==> src/rtl/eth_fcs_sequencer_if.sv <==
// Byte-stream handshake bundle around the FCS sequencer: payload in, framed bytes out.
// The slave side is the sequencer; the master side is the MAC source plus PCS sink.
interface eth_fcs_sequencer_if;
  logic [7:0] in_data;
  logic       in_valid;
  logic       in_last;
  logic       in_ready;
  logic [7:0] out_data;
  logic       out_valid;
  logic       out_last;
  logic       out_ready;

  modport master (
    output in_data, in_valid, in_last, out_ready,
    input  in_ready, out_data, out_valid, out_last
  );

  modport slave (
    input  in_data, in_valid, in_last, out_ready,
    output in_ready, out_data, out_valid, out_last
  );
endinterface

==> src/rtl/eth_fcs_sequencer.sv <==
// Appends the Ethernet FCS to a MAC TX byte stream: pass-through, zero-pad to MIN_LEN, 4 FCS bytes.
// A single registered CRC-32 byte engine is sequenced; its result is captured only after a handshake.

// Free-running CRC-32 byte engine (one-cycle latency); serial bit 0 of d is consumed first.
module next_crc32_d8 (
  input  logic        clock,
  input  logic        reset,
  input  logic        start_port,
  input  logic [7:0]  d,
  input  logic [31:0] crc_port,
  output logic [31:0] return_port,
  output logic        done_port
);
  localparam logic [31:0] CRC_POLY = 32'h04C1_1DB7;

  function automatic logic [31:0] crc32_d8(input logic [31:0] c, input logic [7:0] b);
    logic [31:0] r;
    r = c;
    for (int i = 0; i < 8; i++) begin
      if (r[31] ^ b[i]) r = {r[30:0], 1'b0} ^ CRC_POLY;
      else              r = {r[30:0], 1'b0};
    end
    return r;
  endfunction

  always_ff @(posedge clock) begin
    if (reset) begin
      return_port <= '0;
      done_port   <= 1'b0;
    end else begin
      done_port <= start_port;
      if (start_port) return_port <= crc32_d8(crc_port, d);
    end
  end
endmodule

module eth_fcs_sequencer #(
  parameter int unsigned MIN_LEN = 60,
  parameter int unsigned CNT_W   = 11
) (
  input  logic                  clock,
  input  logic                  reset,
  eth_fcs_sequencer_if.slave    bus,
  output logic                  busy,
  output logic [31:0]           fcs_value,
  output logic                  fcs_done
);
  localparam logic [31:0]      CRC_INIT = 32'hFFFF_FFFF;
  localparam logic [CNT_W-1:0] CNT_MAX  = '1;

  typedef enum logic [1:0] {
    ST_IDLE,
    ST_DATA,
    ST_PAD,
    ST_FCS
  } state_t;

  state_t           state;
  state_t           state_nxt;
  logic [CNT_W-1:0] cnt;
  logic [CNT_W-1:0] cnt_nxt;
  logic [CNT_W-1:0] cnt_sat;
  logic [31:0]      cnt_inc;
  logic [1:0]       fcs_idx;
  logic [1:0]       fcs_idx_nxt;
  logic [31:0]      crc_q;
  logic [31:0]      crc_ret;
  logic [31:0]      crc_eff;
  logic [31:0]      crc_in;
  logic [7:0]       fcs_byte;
  logic             upd_pend;
  logic             out_hs_c;
  logic             fcs_fire_c;
  logic             engine_done_unused;

  function automatic logic [7:0] bitrev8(input logic [7:0] v);
    logic [7:0] r;
    for (int i = 0; i < 8; i++) r[i] = v[7-i];
    return r;
  endfunction

  function automatic logic [31:0] bitrev32(input logic [31:0] v);
    logic [31:0] r;
    for (int i = 0; i < 32; i++) r[i] = v[31-i];
    return r;
  endfunction

  // The engine result is only fresh the cycle after a handshake; otherwise the held copy is used.
  assign crc_eff = upd_pend ? crc_ret : crc_q;
  assign crc_in  = (state == ST_IDLE) ? CRC_INIT : crc_eff;
  assign cnt_inc = 32'(cnt) + 32'd1;
  assign cnt_sat = (cnt == CNT_MAX) ? cnt : cnt + CNT_W'(1);
  assign busy    = (state != ST_IDLE);

  next_crc32_d8 u_crc (
    .clock       (clock),
    .reset       (reset),
    .start_port  (1'b1),
    .d           (bus.out_data),
    .crc_port    (crc_in),
    .return_port (crc_ret),
    .done_port   (engine_done_unused)
  );

  // FCS byte k is taken MSB-byte first from the effective register, reflected and inverted.
  always_comb begin
    fcs_byte = crc_eff[31:24];
    case (fcs_idx)
      2'd0:    fcs_byte = crc_eff[31:24];
      2'd1:    fcs_byte = crc_eff[23:16];
      2'd2:    fcs_byte = crc_eff[15:8];
      default: fcs_byte = crc_eff[7:0];
    endcase
  end

  always_ff @(posedge clock) begin
    if (reset) state <= ST_IDLE;
    else       state <= state_nxt;
  end

  always_comb begin
    state_nxt     = state;
    cnt_nxt       = cnt;
    fcs_idx_nxt   = fcs_idx;
    out_hs_c      = 1'b0;
    fcs_fire_c    = 1'b0;
    bus.in_ready  = 1'b0;
    bus.out_valid = 1'b0;
    bus.out_last  = 1'b0;
    bus.out_data  = bus.in_data;
    case (state)
      ST_IDLE, ST_DATA: begin
        bus.in_ready  = bus.out_ready & ~reset;
        bus.out_valid = bus.in_valid & ~reset;
        out_hs_c      = bus.in_valid & bus.out_ready & ~reset;
        if (out_hs_c) begin
          cnt_nxt = cnt_sat;
          if (!bus.in_last)          state_nxt = ST_DATA;
          else if (cnt_inc < MIN_LEN) state_nxt = ST_PAD;
          else                       state_nxt = ST_FCS;
        end
      end
      ST_PAD: begin
        bus.out_data  = 8'h00;
        bus.out_valid = ~reset;
        out_hs_c      = bus.out_ready & ~reset;
        if (out_hs_c) begin
          cnt_nxt = cnt_sat;
          if (cnt_inc >= MIN_LEN) state_nxt = ST_FCS;
        end
      end
      default: begin
        bus.out_data  = ~bitrev8(fcs_byte);
        bus.out_valid = ~reset;
        bus.out_last  = (fcs_idx == 2'd3);
        out_hs_c      = bus.out_ready & ~reset;
        if (out_hs_c) begin
          if (fcs_idx == 2'd3) begin
            state_nxt   = ST_IDLE;
            cnt_nxt     = '0;
            fcs_idx_nxt = 2'd0;
            fcs_fire_c  = 1'b1;
          end else begin
            fcs_idx_nxt = fcs_idx + 2'd1;
          end
        end
      end
    endcase
  end

  always_ff @(posedge clock) begin
    if (reset) begin
      cnt       <= '0;
      fcs_idx   <= 2'd0;
      crc_q     <= '0;
      upd_pend  <= 1'b0;
      fcs_value <= '0;
      fcs_done  <= 1'b0;
    end else begin
      cnt      <= cnt_nxt;
      fcs_idx  <= fcs_idx_nxt;
      upd_pend <= out_hs_c & (state != ST_FCS);
      if (upd_pend) crc_q <= crc_ret;
      fcs_done <= fcs_fire_c;
      if (fcs_fire_c) fcs_value <= ~bitrev32(crc_eff);
    end
  end
endmodule

==> src/flat_wrapper.sv <==
// flat-port wrapper written by rule: the top's interface ports become plain ports
module eth_fcs_sequencer_flat 
#(
  parameter int unsigned MIN_LEN = 60,
  parameter int unsigned CNT_W   = 11
)
  (clock, reset, busy, fcs_value, fcs_done, bus_in_data, bus_in_valid, bus_in_last, bus_out_ready, bus_in_ready, bus_out_data, bus_out_valid, bus_out_last);
  eth_fcs_sequencer_if bus_i ();
  input  logic clock;
  input  logic reset;
  output logic busy;
  output logic [31:0] fcs_value;
  output logic fcs_done;
  input wire logic [$bits(bus_i.in_data)-1:0] bus_in_data;
  input wire logic [$bits(bus_i.in_valid)-1:0] bus_in_valid;
  input wire logic [$bits(bus_i.in_last)-1:0] bus_in_last;
  input wire logic [$bits(bus_i.out_ready)-1:0] bus_out_ready;
  output wire logic [$bits(bus_i.in_ready)-1:0] bus_in_ready;
  output wire logic [$bits(bus_i.out_data)-1:0] bus_out_data;
  output wire logic [$bits(bus_i.out_valid)-1:0] bus_out_valid;
  output wire logic [$bits(bus_i.out_last)-1:0] bus_out_last;
  assign bus_i.in_data = bus_in_data;
  assign bus_i.in_valid = bus_in_valid;
  assign bus_i.in_last = bus_in_last;
  assign bus_i.out_ready = bus_out_ready;
  assign bus_in_ready = bus_i.in_ready;
  assign bus_out_data = bus_i.out_data;
  assign bus_out_valid = bus_i.out_valid;
  assign bus_out_last = bus_i.out_last;
  eth_fcs_sequencer #(.MIN_LEN(MIN_LEN), .CNT_W(CNT_W)) u_core (.clock(clock), .reset(reset), .bus(bus_i), .busy(busy), .fcs_value(fcs_value), .fcs_done(fcs_done));
endmodule
==> config.mk <==
export PLATFORM = sky130hd
export DESIGN_NAME = eth_fcs_sequencer_flat
export DESIGN_NICKNAME = d
export VERILOG_FILES = /design/src/rtl/eth_fcs_sequencer_if.sv /design/src/rtl/eth_fcs_sequencer.sv /design/src/flat_wrapper.sv
export SDC_FILE = /design/constraint.sdc
export NUM_CORES = 1
export LEC_CHECK = 0
export ABC_AREA = 1
export BUFFER_PORTS_ARGS = -buffer_cell sky130_fd_sc_hd__buf_2
export CAP_MARGIN = 25
export CORE_UTILIZATION = 40
export CTS_BUF_LIST = sky130_fd_sc_hd__clkbuf_8
export CTS_CLUSTER_SIZE = 24
export DETAILED_ROUTE_END_ITERATION = 16
export GPL_TIMING_DRIVEN = 0
export PLACE_DENSITY_LB_ADDON = 0.25
export SLEW_MARGIN = 30
export SYNTH_ARGS = -nofsm -noshare
export SYNTH_HDL_FRONTEND = slang
export SYNTH_SLANG_ARGS = --single-unit
export TNS_END_PERCENT = 100
==> constraint.sdc <==
create_clock -name clock -period 1.95 [get_ports clock]
set_clock_uncertainty 0.05 [all_clocks]
set_input_delay 0.195 -clock clock [delete_from_list [all_inputs] [get_ports clock]]
set_output_delay 0.195 -clock clock [all_outputs]
set_load 0.01 [all_outputs]
==> metrics.yaml, run 1 <==
status:
  status: "complete, but fails checks"
  violations: "negative setup slack"
clock_tree:
  clock-root-buffer: "clkbuf_8"
  numClockSinks: 113
  cts_buffer_depth: 2
  clk_pin_slew_ns: 0.07
  clock_latency_ns: 0.46
  cts_made_buffers: 17
  cts_tree: "built"
  htree_levels: 4
routing:
  num_vias: 6415
  routedWlPerCell_microns: 17.3
  drtIter0Drc: 625
  route.detailed.drc: 0
  vias_per_cell: 5.32
  finalWirelength_mm: 20.8
  drtAntennaViolNets: 0
  drt-pass1-iter-count: 5
critical_path:
  crit_fanout: 8
  max_stage_delay_ns: 0.36
  r2r_cells: 15
  worstPathCellList: "buf_12 > buf_8 > nand2_2 > nand2_2 > a21oi_2 > nand3_2 > nand2_2 > nand2_1 > nand2_2 > nand2_2 > nand2_4 > xor2_1 > nand2_1 > nand2_1 > nor2_1"
  worstPathArrival_ns: 2.62
  cp.required_ns: 2.25
  crit_type: "reg -> reg"
  startpoint_type: "flop"
  cp_top_family: "simple AND/OR/NAND/NOR gates"
  cp_common_cell: "nand2_2"
  r2r_slack_ns: -0.37
  reg2reg_to: "u_core.u_crc.return_port[16]"
  critPathSlowestCell: "dfxtp_4"
  crit_path_end_kind: "flop"
  rr_startpoint: "u_core.upd_pend"
  cp.depth: 15
  path_buf_inv: 2
floorplan:
  ios: 58
  die_width_microns: 123
  die_h_microns: 123
  core-area_sq_um: 14100
  row_count: 43
  die_area_sq_um: 15200
  initial_utilization: 0.418
yosys:
  synth_cells: 850
  netlist_area_sq_um: 5890
  yosys_most_used_dff: "dfxtp_1"
  async_reset_ff_frac: 0
  yosys_register_bits: 113
  seq_area_frac_synth: 0.384
  synth_nets: 868
  syn_avg_cell_area_sq_um: 6.93
  synth_edf_count: 0
  yosys.cell_types.count: 40
  ys_warn_count: 0
final_layout:
  num-fill-cells: 1102
  stdcell_area_sq_um: 8780
  final_layout_size_suffix_gt1_frac: 0.427
  area_growth_pct: 49.1
  layout_common_cells: "nand2_1 (173), dfxtp_1 (105), nand2_2 (72), nor2_1 (71), inv_1 (67)"
  mostFrequentLayoutCell: "nand2_1"
  diodes: 0
  layout.nets: 1030
timing:
  fin_crit_sh: 1.19
  finalSetupViolCount: 37
  hold_ws_ns: 0.0842
  tightest_slew_ns: 0.819
  slew_violations: 0
  rsz0062_at_grt: "yes"
  slew-limit-headroom: 0.454
  hold_viol: 0
  max_freq_ghz: 0.431
  worst_slack_ns: -0.370
  period_needed_ns: 2.32
power:
  pwr-share-clk: 0.345
  seqPwrFrac: 0.343
  pwr_density_cell_nw_per_um2: 859
  internal-power_mw: 5.03
  power_frac_comb: 0.312
  p_leak_nw: 4.08
  netSwitchingFraction: 0.334
  power.switching_mw: 2.52
  ir_drop_mv: 0.420
global_routing:
  first_global_vias: 5467
  overflow: 0
  grt_use_total: 0.264
  grt_max_degree: 17
  antenna_found_initial: 0
  grt_pass1_wl_mm: 29.4
placed_design:
  place_worst_setup_slack_ns: -0.604
  routabilityCongestion: 0.887
  dp_hpwl_mm: 12.8
  placed_area_sq_um: 6470
  port_buffers: 56
flow_run:
  drv_cap: 0
hold_path:
  hold_depth: 5
  hold_class: "in -> reg"
  whs_endpoint: "u_core.state[1]"
  min-delay-start: "bus_in_last"
==> logic make-up (layout without fill, tap and decap cells) <==
| group | Yosys count | in the layout | synth area share |
|---|---|---|---|
| and+or+nand+nor | 455 | 456 | 0.349 |
| xor gates and xnor gates | 21 | 21 | 0.0350 |
| adders and majority gates | 5 | 5 | 0.0106 |
| buffers and inverters | 116 | 290 | 0.0833 |
| DFF | 113 | 113 | 0.384 |
| AOI/OAI and AO/OA | 140 | 140 | 0.138 |
==> per-stage QoR <==
| stage | setup TNS, ns | instances | power, mW | utilization |
|---|---|---|---|---|
| after global routing | -12.31 | 1205 | 7.84 | 0.623 |
| after CTS | -4.22 | 1177 | 7.13 | 0.573 |
| after global placement | -23.39 | 1086 | 4.04 | 0.459 |
| after floorplan | -0.0740 | 850 | 3.69 | - |
| final | -9.07 | 1205 | 7.55 | 0.623 |
| after detailed placement | -24.26 | 1086 | 4.05 | 0.459 |
==> per-layer routing <==
layer  up-vias  routed length, microns  track usage
li1       3026                       -            -
met1      2969                    8270        0.328
met2       343                   10100        0.434
met3        77                    1600       0.0563
met4         0                     865        0.123
met5         -                       0            0
==> Yosys cell counts, types with 2 or more instances <==
cell type | number | area [sq um]
nand2_4 | 14 | 158
o21ai_0 | 48 | 240
nor2_8 | 2 | 40.0
nor2_1 | 88 | 330
nand2_1 | 252 | 946
buf_1 | 3 | 11.3
ha_1 | 5 | 62.6
nand2_2 | 35 | 219
inv_2 | 14 | 52.6
xor2_2 | 3 | 48.8
dfxtp_1 | 113 | 2260
clkbuf_1 | 17 | 63.8
nand4_1 | 2 | 12.5
nor3_1 | 2 | 10.0
nand3_2 | 4 | 40.0
nor2_2 | 2 | 12.5
a31oi_1 | 3 | 18.8
inv_1 | 69 | 259
o21ai_2 | 3 | 26.3
nor2_4 | 2 | 22.5
buf_2 | 6 | 30.0
a22oi_2 | 5 | 62.6
a21oi_1 | 64 | 320
xnor2_1 | 3 | 26.3
nand3_1 | 49 | 245
o21ai_1 | 4 | 20.0
xor2_1 | 15 | 131
buf_6 | 6 | 67.6
a21oi_2 | 6 | 52.6
==> worst max path at each step <==
stage / to / startpoint / slack (ns)
floorplan: u_core.u_crc.return_port[11] / u_core.fcs_idx[1] / -0.02
global placement: u_core.u_crc.return_port[13] / u_core.state[1] / -0.62
detailed placement: u_core.u_crc.return_port[12] / u_core.upd_pend / -0.60
CTS: u_core.u_crc.return_port[11] / u_core.upd_pend / -0.22
global route: u_core.u_crc.return_port[10] / u_core.upd_pend / -0.48
finish: u_core.u_crc.return_port[16] / u_core.upd_pend / -0.37
==> worst min-delay path, cell delays in order <==
cell	delay, ns
buf_2	0.08
nand2_1	0.07
o21ai_0	0.08
o211ai_1	0.09
inv_1	0.05
==> timing repair <==
item                                    in CTS  in global routing
cloned                                       2                  1
buffers inserted                            56                 27
gates resized for setup                    176                112
hold buffers                                 1                  0
hold endpoints to repair                     1                  0
endpoints found under the setup margin      85                 79
pin swaps                                   60                 60
==> state kept, by name (all words and copies together), names as in the netlist <==
name,flops
u_core.cnt,11
u_core.crc_q,32
u_core.fcs_done,1
u_core.fcs_idx,2
u_core.fcs_value,32
u_core.state,2
u_core.u_crc.return_port,32
u_core.upd_pend,1
==> final cells by class <==
cell class	count	area, sq um	share of cell area
buffer	32	256	0.0292
clock buffer	20	275	0.0313
clock inverter	12	186	0.0212
inverter	84	335	0.0382
multi-input combinational	622	4120	0.469
sequential	113	2290	0.261
tap	180	225	0.0256
timing repair buffer	142	1090	0.124
==> power by group through the flow <==
stage / logic, mW / clock network [mW] / registers [mW]
after floorplan: 1.09 / 0 / 2.60
after global placement: 1.43 / 0 / 2.61
after detailed placement: 1.44 / 0 / 2.61
after CTS: 1.93 / 2.62 / 2.58
after global routing: 2.50 / 2.74 / 2.60
final: 2.35 / 2.60 / 2.59
Power figures use the tool's default switching activity.
==> run 2: changes to the inputs <==
Settings changed: SYNTH_HIERARCHICAL from default to 1.
==> run 2 against run 1 <==
  * The run still ends with negative setup slack left
  * Non-clock buffer count unchanged
  * Utilization decreased by 2.1 points
  * Flip-flop and latch count unchanged
  * Synthesized area increased by 3.5%
  * Global-route usage increased by 0.27 points
  * First-iteration DRC count increased by 11%
  * Critical endpoint is now u_core/u_crc/return_port[6]
==> metrics.yaml, run 2 <==
status:
  status: "complete, but fails checks"
  violations: "negative setup slack"
critical_path:
  rr_startpoint: "u_core/upd_pend"
  cp.required_ns: 2.29  # +0.04 ns
  crit_path_end_kind: "flop"
  startpoint_type: "flop"
  crit_type: "reg -> reg"
  worstPathArrival_ns: 2.83  # +0.21 ns
  crit_start: "u_core/upd_pend"
  crit_fanout: 5  # -3
routing:
  drt-pass1-iter-count: 6  # +1
  num_vias: 6349  # -1.0%
  drtIter0Drc: 692  # +11%
  routedWlPerCell_microns: 17.3  # +0.37%
  finalWirelength_mm: 21.1  # +1.5%
  route.detailed.drc: 0  # unchanged
  drtAntennaViolNets: 0  # unchanged
  vias_per_cell: 5.21  # -2.1%
timing:
  finalSetupViolCount: 40  # +8.1%
  worst_slack_ns: -0.542  # -0.172 ns
  hold_viol: 0  # unchanged
  slew-limit-headroom: 0.584  # +0.130
  rsz0062_at_grt: "yes"
  fin_crit_sh: 1.28  # +0.0881
  period_needed_ns: 2.49  # +0.172 ns
  tightest_slew_ns: 0.625  # -0.195 ns
  max_freq_ghz: 0.401  # -6.9%
  slew_violations: 0  # unchanged
  final.setup.tns_ns: -16.07  # -7.00 ns
floorplan:
  core-area_sq_um: 14700  # +4.3%
  initial_utilization: 0.415  # -0.00310
  row_count: 44  # +2.3%
  ios: 58  # unchanged
  die_h_microns: 125  # +1.7%
  die_area_sq_um: 15700  # +3.4%
  die_width_microns: 125  # +1.7%
final_layout:
  diodes: 0  # unchanged
  top_regs: "u_core/crc_q (32), u_core/fcs_value (32), u_core/u_crc/return_port (32)"
  fin_cells: 1218  # +1.1%
  layout.nets: 1040  # +0.97%
  layout_common_cells: "nand2_1 (157), nor2_1 (146), dfxtp_1 (109), inv_1 (67), buf_4 (66)"
  mostFrequentLayoutCell: "nand2_1"
  stdcell_area_sq_um: 8850  # +0.78%
  area_growth_pct: 45.2
  final_layout_size_suffix_gt1_frac: 0.375  # -0.0521
hold_path:
  min-delay-start: "bus_in_valid"
  hold_class: "in -> reg"
clock_tree:
  htree_levels: 4  # unchanged
  cts_buffer_depth: 2  # unchanged
  cts_made_buffers: 17  # unchanged
  clk_pin_slew_ns: 0.08  # about the same
  numClockSinks: 113  # unchanged
  clock_latency_ns: 0.46  # about the same
  clock-root-buffer: "clkbuf_8"
  cts_tree: "built"
global_routing:
  grt_use_total: 0.267  # +0.00270
  grt_pass1_wl_mm: 31.5  # +7.1%
  grt_max_degree: 17  # unchanged
  antenna_found_initial: 0  # unchanged
  overflow: 0  # unchanged
  first_global_vias: 5932  # +8.5%
power:
  pwr_density_cell_nw_per_um2: 834  # -3.0%
  p_total_mw: 7.38  # -2.2%
  ir_drop_mv: 0.503  # +20%
  p_leak_nw: 3.96  # -3.0%
yosys:
  ys_warn_count: 6  # +6
  synth_nets: 882  # +1.6%
  syn_avg_cell_area_sq_um: 7.07  # +1.9%
  netlist_area_sq_um: 6100  # +3.5%
  synth_cells: 863  # +1.5%
placed_design:
  placed_area_sq_um: 6810  # +5.2%
  port_buffers: 57  # +1.8%
  dp_cells: 1104  # +1.7%
  place_worst_setup_slack_ns: -0.901  # -0.298 ns
  routabilityCongestion: 0.895  # +0.88%
  dp_hpwl_mm: 13.1  # +2.7%
flow_run:
  drv_cap: 0  # unchanged
## run 2: changes by cell type in the layout (fill, tap and decap cells not counted), moves of 7 or more
cell,delta
nand3_1,-8
o21ai_1,+11
nand2_2,-33
a21oi_1,-40
a21oi_2,-7
nand2_1,-16
nor2_4,-8
buf_6,-9
mux2i_4,+28
nor2_1,+75
xor2_1,+12
o21ai_2,+7
nand2_4,-22
## run 2: where the power goes
part / switching, mW / internal, mW
Combinational: 1.50 / 1.08
Clock: 0.998 / 1.22
Sequential: 0.138 / 2.44
Total: 2.64 / 4.74
## run 2: critical path, cell delays in order (launching register included)
cell and delay, ns:
dfxtp_4 0.36, buf_12 0.13, buf_12 0.15, mux2i_4 0.30
o22ai_2 0.13, o21ai_2 0.24, buf_6 0.14, nand2_4 0.04
nand2_4 0.10, nand2_4 0.08, nand2_8 0.11, nand2_4 0.08
nand2_4 0.10, inv_4 0.04, or2_1 0.20, a21oi_1 0.14
## run 2: timing repair
| action | 4_1_cts | 5_1_grt |
|---|---|---|
| pin swaps | 39 | 44 |
| cloned | 5 | 0 |
| resized for setup | 158 | 70 |
| buffers inserted | 60 | 24 |
| setup endpoints to repair | 41 | 54 |
| hold buffers | 1 | 0 |
| endpoints found under the hold margin | 1 | 0 |
## run 2: path summary, 6_finish.rpt
kind | to | slack, ns | cells after the start
worst min register to register | u_core/fcs_value[24] | 0.42 | 2
worst max register to register | u_core/u_crc/return_port[6] | -0.54 | 15
worst max-delay path | u_core/u_crc/return_port[6] | -0.54 | 15
worst min-delay path | u_core/state[1] | 0.03 | 5
## run 2: cell type report
type | instances | area (sq um)
clock inverters | 12 | 116
plain buffers | 34 | 228
fillers | 1250 | 5850
well taps | 184 | 230
inverters | 88 | 349
clock buffers | 20 | 275
repair buffers | 140 | 1070
multi-input cells | 627 | 4320
flip-flops and latches | 113 | 2270
## run 2: through the flow
step | utilization | hold WS (ns)
after CTS | 0.577 | 0.00928
after global routing | 0.602 | 0.0855
after detailed placement | 0.463 | 0.407
after floorplan | - | 0.299
final | 0.602 | 0.0285
after global placement | 0.463 | 0.408
## run 2: routing by layer
layer	wire length [microns]	up-vias	GRT usage	part of all wire
met3	1510	85	0.0620	0.071
met4	1140	0	0.157	0.054
met2	9820	276	0.423	0.47
met1	8630	2951	0.330	0.41
li1	-	3037	-	-
met5	0	-	0	0
